===== config.mk =====
export PLATFORM = sky130hd
export DESIGN_NAME = occ_rom_arbiter
export DESIGN_NICKNAME = d
export VERILOG_FILES = /design/src/rtl/occ_rom_arbiter_pkg.sv /design/src/rtl/occ_rom_arbiter_rr_pick.sv /design/src/rtl/occ_rom_arbiter.sv
export SDC_FILE = /design/constraint.sdc
export NUM_CORES = 1
export LEC_CHECK = 0
export ABC_AREA = 1
export CELL_PAD_IN_SITES_DETAIL_PLACEMENT = 0
export CELL_PAD_IN_SITES_GLOBAL_PLACEMENT = 2
export CORE_AREA = 5 5 103 105
export CTS_CLUSTER_DIAMETER = 40
export CTS_CLUSTER_SIZE = 20
export DETAILED_ROUTE_END_ITERATION = 8
export DIE_AREA = 0 0 108 110
export GPL_TIMING_DRIVEN = 0
export HOLD_SLACK_MARGIN = 0.1
export PLACE_DENSITY = 0.92
export SKIP_CTS_REPAIR_TIMING = 1
export SLEW_MARGIN = 0
export SYNTH_ARGS = -nofsm -noshare
export SYNTH_HDL_FRONTEND = slang
export SYNTH_SLANG_ARGS = --single-unit

===== constraint.sdc =====
create_clock -name clk -period 4.2 [get_ports clk]
set_input_delay 0.84 -clock clk [delete_from_list [all_inputs] [get_ports clk]]
set_output_delay 0.84 -clock clk [all_outputs]
set_load 0.01 [all_outputs]

===== src/rtl/occ_rom_arbiter_pkg.sv =====
// Shared definitions for the occurrence-ROM arbiter: default geometry,
// requester identities and a small index-width helper.
package occ_rom_arbiter_pkg;

    // Default geometry of the shared occurrence ROM port
    localparam int NUM_REQ_DEF = 3;
    localparam int ADDR_W_DEF  = 10;
    localparam int DATA_W_DEF  = 32;
    localparam int ROM_LAT_DEF = 2;

    // Requester slots: k-bound fetch, l-bound fetch, auxiliary path
    localparam int REQ_K   = 0;
    localparam int REQ_L   = 1;
    localparam int REQ_AUX = 2;

    // Symbolic view of the requester slots, handy when debugging waveforms
    typedef enum logic [1:0] {
        ID_K   = 2'd0,
        ID_L   = 2'd1,
        ID_AUX = 2'd2
    } req_id_e;

    // Width needed to hold an index in [0, n-1]; never narrower than one bit
    function automatic int idx_width(input int n);
        return (n > 1) ? $clog2(n) : 1;
    endfunction

endpackage


===== src/rtl/occ_rom_arbiter_rr_pick.sv =====
// Combinational round-robin picker: returns the first asserted request at or
// after ptr (wrapping), as both a one-hot vector and a binary index.
module rr_pick #(
    parameter int N     = 3,
    parameter int IDX_W = 2
) (
    input  logic [N-1:0]     req,
    input  logic [IDX_W-1:0] ptr,
    output logic [N-1:0]     grant,
    output logic [IDX_W-1:0] grant_idx,
    output logic             found
);

    // Walk the requests starting at ptr and stop at the first asserted one
    always_comb begin
        int idx;
        logic [IDX_W-1:0] idx_sel;
        grant     = '0;
        grant_idx = '0;
        found     = 1'b0;
        idx       = 0;
        idx_sel   = '0;
        for (int off = 0; off < N; off++) begin
            idx = int'(ptr) + off;
            if (idx >= N) begin
                idx = idx - N;
            end
            idx_sel = IDX_W'(idx);
            if (!found && req[idx_sel]) begin
                found          = 1'b1;
                grant[idx_sel] = 1'b1;
                grant_idx      = idx_sel;
            end
        end
    end

endmodule


===== src/rtl/occ_rom_arbiter.sv =====
// Round-robin arbiter and read sequencer for the single-port occurrence ROM.
// Accepts one address per cycle, issues it to the ROM the next cycle and
// carries the owner's one-hot tag through the fixed ROM latency so that each
// word comes back to the requester that asked for it, in grant order.
module occ_rom_arbiter
    import occ_rom_arbiter_pkg::*;
#(
    parameter int NUM_REQ = NUM_REQ_DEF,
    parameter int ADDR_W  = ADDR_W_DEF,
    parameter int DATA_W  = DATA_W_DEF,
    parameter int ROM_LAT = ROM_LAT_DEF
) (
    input  logic                        clk,
    input  logic                        rst,
    input  logic [NUM_REQ-1:0]          req_valid,
    input  logic [NUM_REQ*ADDR_W-1:0]   req_addr,
    output logic [NUM_REQ-1:0]          req_ready,
    output logic                        rom_en,
    output logic [ADDR_W-1:0]           rom_addr,
    input  logic [DATA_W-1:0]           rom_data,
    output logic [NUM_REQ-1:0]          rsp_valid,
    output logic [DATA_W-1:0]           rsp_data,
    output logic                        busy
);

    localparam int PTR_W = idx_width(NUM_REQ);

    logic [PTR_W-1:0]              ptr_reg;
    logic [PTR_W-1:0]              ptr_next;
    logic [NUM_REQ-1:0]            pick_grant;
    logic [PTR_W-1:0]              pick_idx;
    logic                          pick_found;
    logic                          accept;
    logic [ADDR_W-1:0]             addr_arr [NUM_REQ];
    logic                          rom_en_reg;
    logic [ADDR_W-1:0]             rom_addr_reg;
    logic [ADDR_W-1:0]             rom_addr_next;
    // Stage s holds the owner of the read issued s cycles ago
    logic [ROM_LAT:0][NUM_REQ-1:0] tag_reg;
    logic                          busy_next;

    // Unpack the flat address bus into one word per requester
    generate
        for (genvar gi = 0; gi < NUM_REQ; gi++) begin : g_addr
            assign addr_arr[gi] = req_addr[gi*ADDR_W +: ADDR_W];
        end
    endgenerate

    rr_pick #(
        .N     (NUM_REQ),
        .IDX_W (PTR_W)
    ) u_pick (
        .req       (req_valid),
        .ptr       (ptr_reg),
        .grant     (pick_grant),
        .grant_idx (pick_idx),
        .found     (pick_found)
    );

    // Grant is suppressed during reset so nothing can be accepted then
    assign req_ready = rst ? '0 : pick_grant;
    assign accept    = !rst && pick_found;

    // Next pointer: one past the winner, holding when nobody was granted
    always_comb begin
        ptr_next = ptr_reg;
        if (accept) begin
            if (int'(pick_idx) == NUM_REQ - 1) begin
                ptr_next = '0;
            end else begin
                ptr_next = pick_idx + PTR_W'(1);
            end
        end
    end

    // Priority pointer register; requester 0 ranks first out of reset
    always_ff @(posedge clk) begin
        if (rst) begin
            ptr_reg <= '0;
        end else begin
            ptr_reg <= ptr_next;
        end
    end

    // Address of the winner, or the previous address when idle
    always_comb begin
        rom_addr_next = rom_addr_reg;
        if (accept) begin
            rom_addr_next = addr_arr[pick_idx];
        end
    end

    // ROM issue stage: strobe and address registered one cycle after accept
    always_ff @(posedge clk) begin
        if (rst) begin
            rom_en_reg   <= 1'b0;
            rom_addr_reg <= '0;
        end else begin
            rom_en_reg   <= accept;
            rom_addr_reg <= rom_addr_next;
        end
    end

    assign rom_en   = rom_en_reg;
    assign rom_addr = rom_addr_reg;

    // Ownership shift register; clearing it on reset drops reads in flight
    always_ff @(posedge clk) begin
        if (rst) begin
            tag_reg <= '0;
        end else begin
            tag_reg[0] <= accept ? pick_grant : '0;
            for (int s = 1; s <= ROM_LAT; s++) begin
                tag_reg[s] <= tag_reg[s-1];
            end
        end
    end

    // Any owner tag still in the pipe means a read is outstanding
    always_comb begin
        busy_next = 1'b0;
        for (int s = 0; s <= ROM_LAT; s++) begin
            busy_next = busy_next | (|tag_reg[s]);
        end
    end

    assign busy      = busy_next;
    assign rsp_valid = tag_reg[ROM_LAT];
    assign rsp_data  = rom_data;

endmodule


==> Word-level counts from Yosys, hierarchy flattened <==
Cells that the tools add are included.
{ "word_totals": {"ff_bits": 22, "input_bits": 67, "wordCells": 71} }
{ "op_classes": {"n_addsub": 6, "order_cmp": 10, "eq_ne": 1, "mux": 29, "bitwise": 6, "n_reduce_logical": 13} }
{ "ops": {"columns": ["cell", "count"], "rows": [
  ["binary-select mux 10 bit (select 2 bit)", 1],
  ["two-way mux 10 bit", 2],
  ["two-way mux 2 bit", 7],
  ["two-way mux 3 bit", 4],
  ["< comparator 2 x 3 -> 1 bit, second input constant", 3],
  ["two-way mux 1 bit", 9],
  ["OR reduction 3 bit", 3],
  ["binary-select mux 1 bit (select 2 bit)", 3],
  ["demux 1 bit (select 2 bit)", 3],
  [">= comparator 2 x 1 -> 1 bit, second input constant", 3],
  [">= comparator 3 x 2 -> 1 bit, second input constant", 2],
  ["logical AND 1 bit", 6],
  ["OR 3 bit", 2],
  ["subtractor 2 x 1 -> 2 bit, second input constant", 2],
  ["adder 2 x 1 -> 3 bit, second input constant", 1],
  ["adder 2 x 2 -> 3 bit, second input constant", 1],
  [">= comparator 3 bit, second input constant", 1],
  ["zero test 1 bit", 3],
  ["inverter 2 -> 3 bit", 1],
  ["adder 2 x 1 -> 2 bit, second input constant", 1],
  ["equality test 2 bit, second input constant", 1],
  [">= comparator 2 bit, second input constant", 1],
  ["OR 1 bit", 2],
  ["OR reduction 2 bit", 1],
  ["other kinds (2)", 2]
]} }

==> Longest topological paths before layout <==
Gate-level depths: netlist of the first run.
{ "depth": {"depth_word": 15, "depth_mapped": 14, "mapped_depth_nobuf": 13} }

==> Cells and area by module <==
From an unflattened synthesis of the first run, not the netlist that was laid out.
{ "unflattened": {"hier_cells": 251, "area_unflattened_um2": 1614.0} }
{ "by_module_without_submodules": {"columns": ["mod", "instances", "cells_per_inst", "area_per_inst_um2"], "rows": [
  ["occ_rom_arbiter", 1, 187, 1281.2],
  ["rr_pick", 1, 64, 332.8]
]} }

==> Least setup slack after synthesis of the first run <==
OpenSTA, ideal clock, no wires.
{ "synth_path": {"kind": "in2out", "start": "in req_valid[2]", "end": "out req_ready[0]", "arrival_ps": 1583, "setup_slack_ps": 1777, "stages": 7, "n_path_buf": 0, "cell_sequence": "inv_1 -> o21ai_2 -> nand2_4 -> nand3_1 -> o22ai_1 -> a31oi_1 -> nor2_1"} }
{ "synth_between": {"elab_chain_cells": 10} }
{ "synth_lines": {"columns": ["item", "line", "source"], "rows": [
  ["start: declaration", "occ_rom_arbiter.sv:15", "input logic [NUM_REQ-1:0] req_valid,"],
  ["binary-select mux 1 bit (select 2 bit)", "occ_rom_arbiter_rr_pick.sv:29", "if (!found && req[idx_sel]) begin"],
  ["two-way mux 1 bit (implied by the code)", "occ_rom_arbiter_rr_pick.sv:29", null],
  ["two-way mux 1 bit", "occ_rom_arbiter_rr_pick.sv:29", null],
  ["zero test 1 bit", "occ_rom_arbiter_rr_pick.sv:29", null],
  ["logical AND 1 bit", "occ_rom_arbiter_rr_pick.sv:29", null],
  ["two-way mux 1 bit", "occ_rom_arbiter_rr_pick.sv:29", null],
  ["zero test 1 bit", "occ_rom_arbiter_rr_pick.sv:29", null],
  ["logical AND 1 bit", "occ_rom_arbiter_rr_pick.sv:29", null],
  ["two-way mux 3 bit *", "occ_rom_arbiter_rr_pick.sv:29", null],
  ["two-way mux 3 bit *", "occ_rom_arbiter.sv:61", "assign req_ready = rst ? '0 : pick_grant;"],
  ["end: declaration", "occ_rom_arbiter.sv:17", "output logic [NUM_REQ-1:0] req_ready,"]
]} }
Mark *: on every way between the ends. The rest lies on a longest branch, timed or not. The select of a mux whose other input is x is not followed.

==> Worst setup path after layout of the first run <==
{ "layout_path": {"start": "in req_valid[2]", "end": "out req_ready[1]"} }
The elaborated chain is that of the path after synthesis.

==> results.toml, run 1 <==
[yosys]
synthTopCellsByArea = "dfxtp_1, buf_4, nand3_1"
yosys_warnings = 0
yosysUniqueCellTypes = 24
synth_top_area_cell = "dfxtp_1"
syn_area_per_cell_sq_um = 6.796
ys_ff_latch = 22
synth_cells = 234
ys_seq_area_share_pct = 27.69
synth_top_area_share_pct = 27.69
syn_nets = 305
netlist_area_sq_um = 1590

[power]
power_leakage_nw = 1.203
power_density_nw_per_um2 = 623.7
power.total_mw = 1.646
ir_drop_v = 0.0002252

[routing]
final_antenna_net_count = 0
drt_wl_total_um = 5151
wl_per_cell_um = 11.35
vias = 1730
drcViolationCount = 0
firstDrtPassIters = 4
viasPerCell = 3.811
drt-initial-drc-count = 40

[clock_network]
htreeDepth = 1
clk_pin_slew_ps = 80
clock-sinks = 22
cts_tree = "yes"
clock_latency_ps = 260
cts_buffers = 3
cts_root_buf = "clkbuf_8"
cts_buffer_depth = 2

[timing]
final_max_slew_viol_count = 0
holdWs_ps = 422.8
fin_crit_sh_pct = 86.23
worst-slew-pin-transition_ps = 455.8
fin_skew_ps = 4.453
tns_ps = 0
rsz0062_at_grt = "false"
hold_violations = 0
relSlewSlack_pct = 69.61
fin_crit_ps = 3622
fmax_mhz = 276.1
finalSetupViolCount = 0

[flow_run]
drv_cap = 0

[floorplanning]
start_util_pct = 16.65
rows = 36
core-area_sq_um = 9549
die-area_sq_um = 11880
die_x_um = 108
die_y_um = 110
num_io_pins = 117

[place]
place_congestion = 0.7531
numPortBuffers = 84
place_hpwl_um = 4207
dp_cells = 451

[critical_path]
reg2reg_from = "ptr_reg[0]$_SDFFE_PP0P_"
cp_data_required_time_ps = 3360
ff2ff_setup_slack_ps = 1980
crit_start = "req_valid[2]"
critPathKind = "in -> out"
crit_fanout = 9
worstRegToRegCells = 10
rr_endpoint = "rom_addr[2]$_SDFFE_PP0P_"
cp.arrival_ps = 2780
endpoint_kind = "primary output"
critPathLaunchType = "input port"

[global_routing]
grt_pass1_wl_um = 7990
grt_antenna_before_repair = 0
track_usage_pct = 8.323
overflow = 0
first_global_vias = 1734
grt_max_degree = 12

[status]
status = "finished, final reports clean"

[final_layout]
drive_gt1_share_pct = 18.07
antenna_cells = 0
largest_register_ffs = 10
final_common_cell = "clkdlybuf4s50_1"
final_cells = 454
nets = 394
synthToLayoutAreaGrowth_pct = 65.93
final_cell_mix = "clkdlybuf4s50_1, inv_1, buf_4"

[hold_path]
hp-start = "tag_reg[5]$_SDFF_PP0_"
min_to = "rsp_valid[2]$_SDFF_PP0_"
whs_path_depth = 2
hp-class = "reg -> reg"
==> area by class of cell <==
| cell class | instances | area, sq um |
|---|---|---|
| Fill cell | 1071 | 6910 |
| Timing Repair Buffer | 84 | 840.8 |
| Multi-Input combinational cell | 129 | 679.4 |
| Sequential cell | 22 | 440.4 |
| Buffer | 43 | 320.3 |
| Tap cell | 133 | 166.4 |
| Inverter | 40 | 150.1 |
| Clock buffer | 3 | 41.29 |
==> worst max-delay path: stages <==
cell             delay, ps
clkdlybuf4s50_1        530
inv_1                   90
o21ai_2                190
nand2_4                120
o22ai_1                250
a21oi_1                100
nor2_1                 110
clkdlybuf4s50_1        550
==> metal layers <==
layer	track usage (%)	share of wire, %
met1	9.746	41
met2	15.19	50
met3	3.087	9.7
met4	0.5410	0.14
met5	0	0
==> synth_stat cells (all sizes together) <==
cell type and instances:
o21ai 12, a21oi 25, ha 4, nor2 12, nor3 2, clkbuf 3, nand3 30, buf 40
dfxtp 22, nand4 4, nand2 34, nor4 1, inv 40, a31oi 3, o22ai 2
==> stage by stage <==
| step | worst slack (ps) | instance area [sq um] | utilization [%] |
|---|---|---|---|
| after floorplan | 1777 | 1590 | - |
| after global placement | 617.1 | 2597 | 27.20 |
| after detailed placement | 596.1 | 2597 | 27.20 |
| after CTS | 587.5 | 2639 | 27.63 |
| after global routing | 421.5 | 2639 | 27.63 |
| final | 578.2 | 2639 | 27.63 |
==> power by group <==
group / total (mW) / switching, mW / internal, mW
combinational: 1.18 / 0.669 / 0.507
sequential: 0.340 / 0.0459 / 0.294
clock: 0.130 / 0.0661 / 0.0639
total: 1.65 / 0.781 / 0.865
==> worst max-delay path by stage <==
stage,cells past startpoint,slack (ps),endpoint
detailed placement,10,600,req_ready[1]
CTS,10,590,req_ready[1]
global route,10,420,req_ready[1]
global placement,10,620,req_ready[1]
floorplan,7,1780,req_ready[0]
finish,8,580,req_ready[1]
==> cells by family (layout without fill, tap and decap cells) <==
group / after synthesis / count (layout) / share of synthesized area [%]
simple gates: 83 / 83 / 25.73
buf+inv: 83 / 170 / 29.58
compound gates: 42 / 42 / 13.85
flops: 22 / 22 / 27.69
fa+ha+maj: 4 / 4 / 3.147
Power figures use the tool's default switching activity.
==> inputs of run 2 (changes only) <==
--- a/config.mk
+++ b/config.mk
@@ -16,6 +16,7 @@
 export GPL_TIMING_DRIVEN = 0
 export HOLD_SLACK_MARGIN = 0.1
 export PLACE_DENSITY = 0.92
+export SETUP_SLACK_MARGIN = 0.3
 export SKIP_CTS_REPAIR_TIMING = 1
 export SLEW_MARGIN = 0
 export SYNTH_ARGS = -nofsm -noshare
==> results of run 2 <==
The final DEF is identical to that of run 1; final timing and power are the same.
==> inputs of run 3 (changes only) <==
--- a/config.mk
+++ b/config.mk
@@ -8,14 +8,13 @@
 export ABC_AREA = 1
 export CELL_PAD_IN_SITES_DETAIL_PLACEMENT = 0
 export CELL_PAD_IN_SITES_GLOBAL_PLACEMENT = 2
-export CORE_AREA = 5 5 103 105
+export CORE_AREA = 5 5 95 114
 export CTS_CLUSTER_DIAMETER = 40
 export CTS_CLUSTER_SIZE = 20
 export DETAILED_ROUTE_END_ITERATION = 8
-export DIE_AREA = 0 0 108 110
-export GPL_TIMING_DRIVEN = 0
+export DIE_AREA = 0 0 100 119
 export HOLD_SLACK_MARGIN = 0.1
-export PLACE_DENSITY = 0.92
+export PLACE_DENSITY_LB_ADDON = 0.3
 export SETUP_SLACK_MARGIN = 0.3
 export SKIP_CTS_REPAIR_TIMING = 1
 export SLEW_MARGIN = 0
==> results.toml, run 3 (synthesis results as in run 1) <==
[timing]
final_max_slew_viol_count = 0
finalSetupViolCount = 0
rsz0062_at_grt = "false"
relSlewSlack_pct = 60.48
worst_slack_ps = 646.9
fin_skew_ps = 9.411
hold_violations = 0
fin_crit_ps = 3553
worst-slew-pin-transition_ps = 591.1
fin_crit_sh_pct = 84.60
fmax_mhz = 281.4
tns_ps = 0

[final_layout]
fillers = 1104
largest_register_ffs = 10
final_cells = 369
drive_gt1_share_pct = 7.317
nets = 319
antenna_cells = 0
synthToLayoutAreaGrowth_pct = 26.99
final_common_cell = "clkdlybuf4s50_1"
final_cell_mix = "clkdlybuf4s50_1, inv_1, nand3_1"

[power]
p_int_mw = 0.8157
p_sw_mw = 0.7715
p_comb_share_pct = 65.8
power.total_mw = 1.587
p_seq_share_pct = 21.6
power_density_nw_per_um2 = 786.0
clockPowerShare_pct = 12.6
ir_drop_v = 0.0001927
switching_share_pct = 48.61
power_leakage_nw = 0.8945

[place]
post-place-ws_ps = 645.9
place_hpwl_um = 3581
numPortBuffers = 52
dp_cells = 366
place_congestion = 0.6953

[critical_path]
cp_data_required_time_ps = 3360
critPathLaunchType = "input port"
critPathKind = "in -> out"
crit_fanout = 4
endpoint_kind = "primary output"
cp.arrival_ps = 2710

[floorplanning]
rows = 39
start_util_pct = 16.71
num_io_pins = 117
die_y_um = 119
core-area_sq_um = 9515
die_x_um = 100
die-area_sq_um = 11900

[routing]
drt-initial-drc-count = 46
drcViolationCount = 0
vias = 1440
firstDrtPassIters = 4
drt_wl_total_um = 4736
final_antenna_net_count = 0
wl_per_cell_um = 12.83
viasPerCell = 3.902

[clock_network]
clock-sinks = 22
cts_buffer_depth = 2
cts_tree = "yes"
cts_buffers = 3
clk_pin_slew_ps = 50
cts_root_buf = "clkbuf_16"
clock_latency_ps = 250
htreeDepth = 1

[global_routing]
first_global_vias = 1520
track_usage_pct = 7.761
grt_max_degree = 16
overflow = 0
grt_pass1_wl_um = 7396
grt_antenna_before_repair = 0

[flow_run]
drv_cap = 0

[hold_path]
hp-class = "reg -> reg"

[status]
status = "finished, final reports clean"
run 3: path summary, 6_finish.rpt:
path | from | end | slack (ps) | cells after the start
max reg2reg | ptr_reg[0]$_SDFFE_PP0P_ | ptr_reg[1]$_SDFFE_PP0P_ | 1550 | 11
min | tag_reg[3]$_SDFF_PP0_ | rsp_valid[0]$_SDFF_PP0_ | 420 | 2
min reg2reg | tag_reg[3]$_SDFF_PP0_ | rsp_valid[0]$_SDFF_PP0_ | 420 | 2
max | req_valid[0] | req_ready[1] | 650 | 10
run 3: routing by layer:
layer,up-vias,share of wire (%),track usage (%)
li1,738,-,-
met5,-,0,0
met1,651,42,8.682
met4,0,1.3,1.769
met2,41,50,14.02
met3,10,6.6,2.690
run 3: critical path: stages:
cell             delay, ps
clkdlybuf4s50_1        510
inv_1                   90
nand2_1                 70
nand3_1                 60
nand2_1                160
nand2_1                100
o22ai_1                160
a21oi_1                 80
nor2_1                  90
clkdlybuf4s50_1        550
run 3: stage by stage:
step	instance area, sq um	hold WS [ps]	util, %
global placement	1944	420.8	20.43
detailed placement	1944	422.9	20.43
finish	2019	422.5	21.22
global route	2019	445.1	21.22
CTS	2019	429.3	21.22
floorplan	1590	402.7	-
run 3: final cells by class:
class                           count  area (sq um)  share of cell area (%)
Timing Repair Buffer               52         520.5                   25.77
Clock buffer                        3         75.07                   3.717
Sequential cell                    22         440.4                   21.81
Inverter                           40         150.1                   7.435
Multi-Input combinational cell    129         679.4                   33.64
Tap cell                          123         153.9                   7.621
run 3: power by group through the flow:
stage	sequential, mW	combinational (mW)	clock, mW
finish	0.343	1.05	0.200
global route	0.353	1.16	0.217
CTS	0.344	1.07	0.211
detailed placement	0.347	1.06	0
global placement	0.348	1.07	0
floorplan	0.358	0.737	0
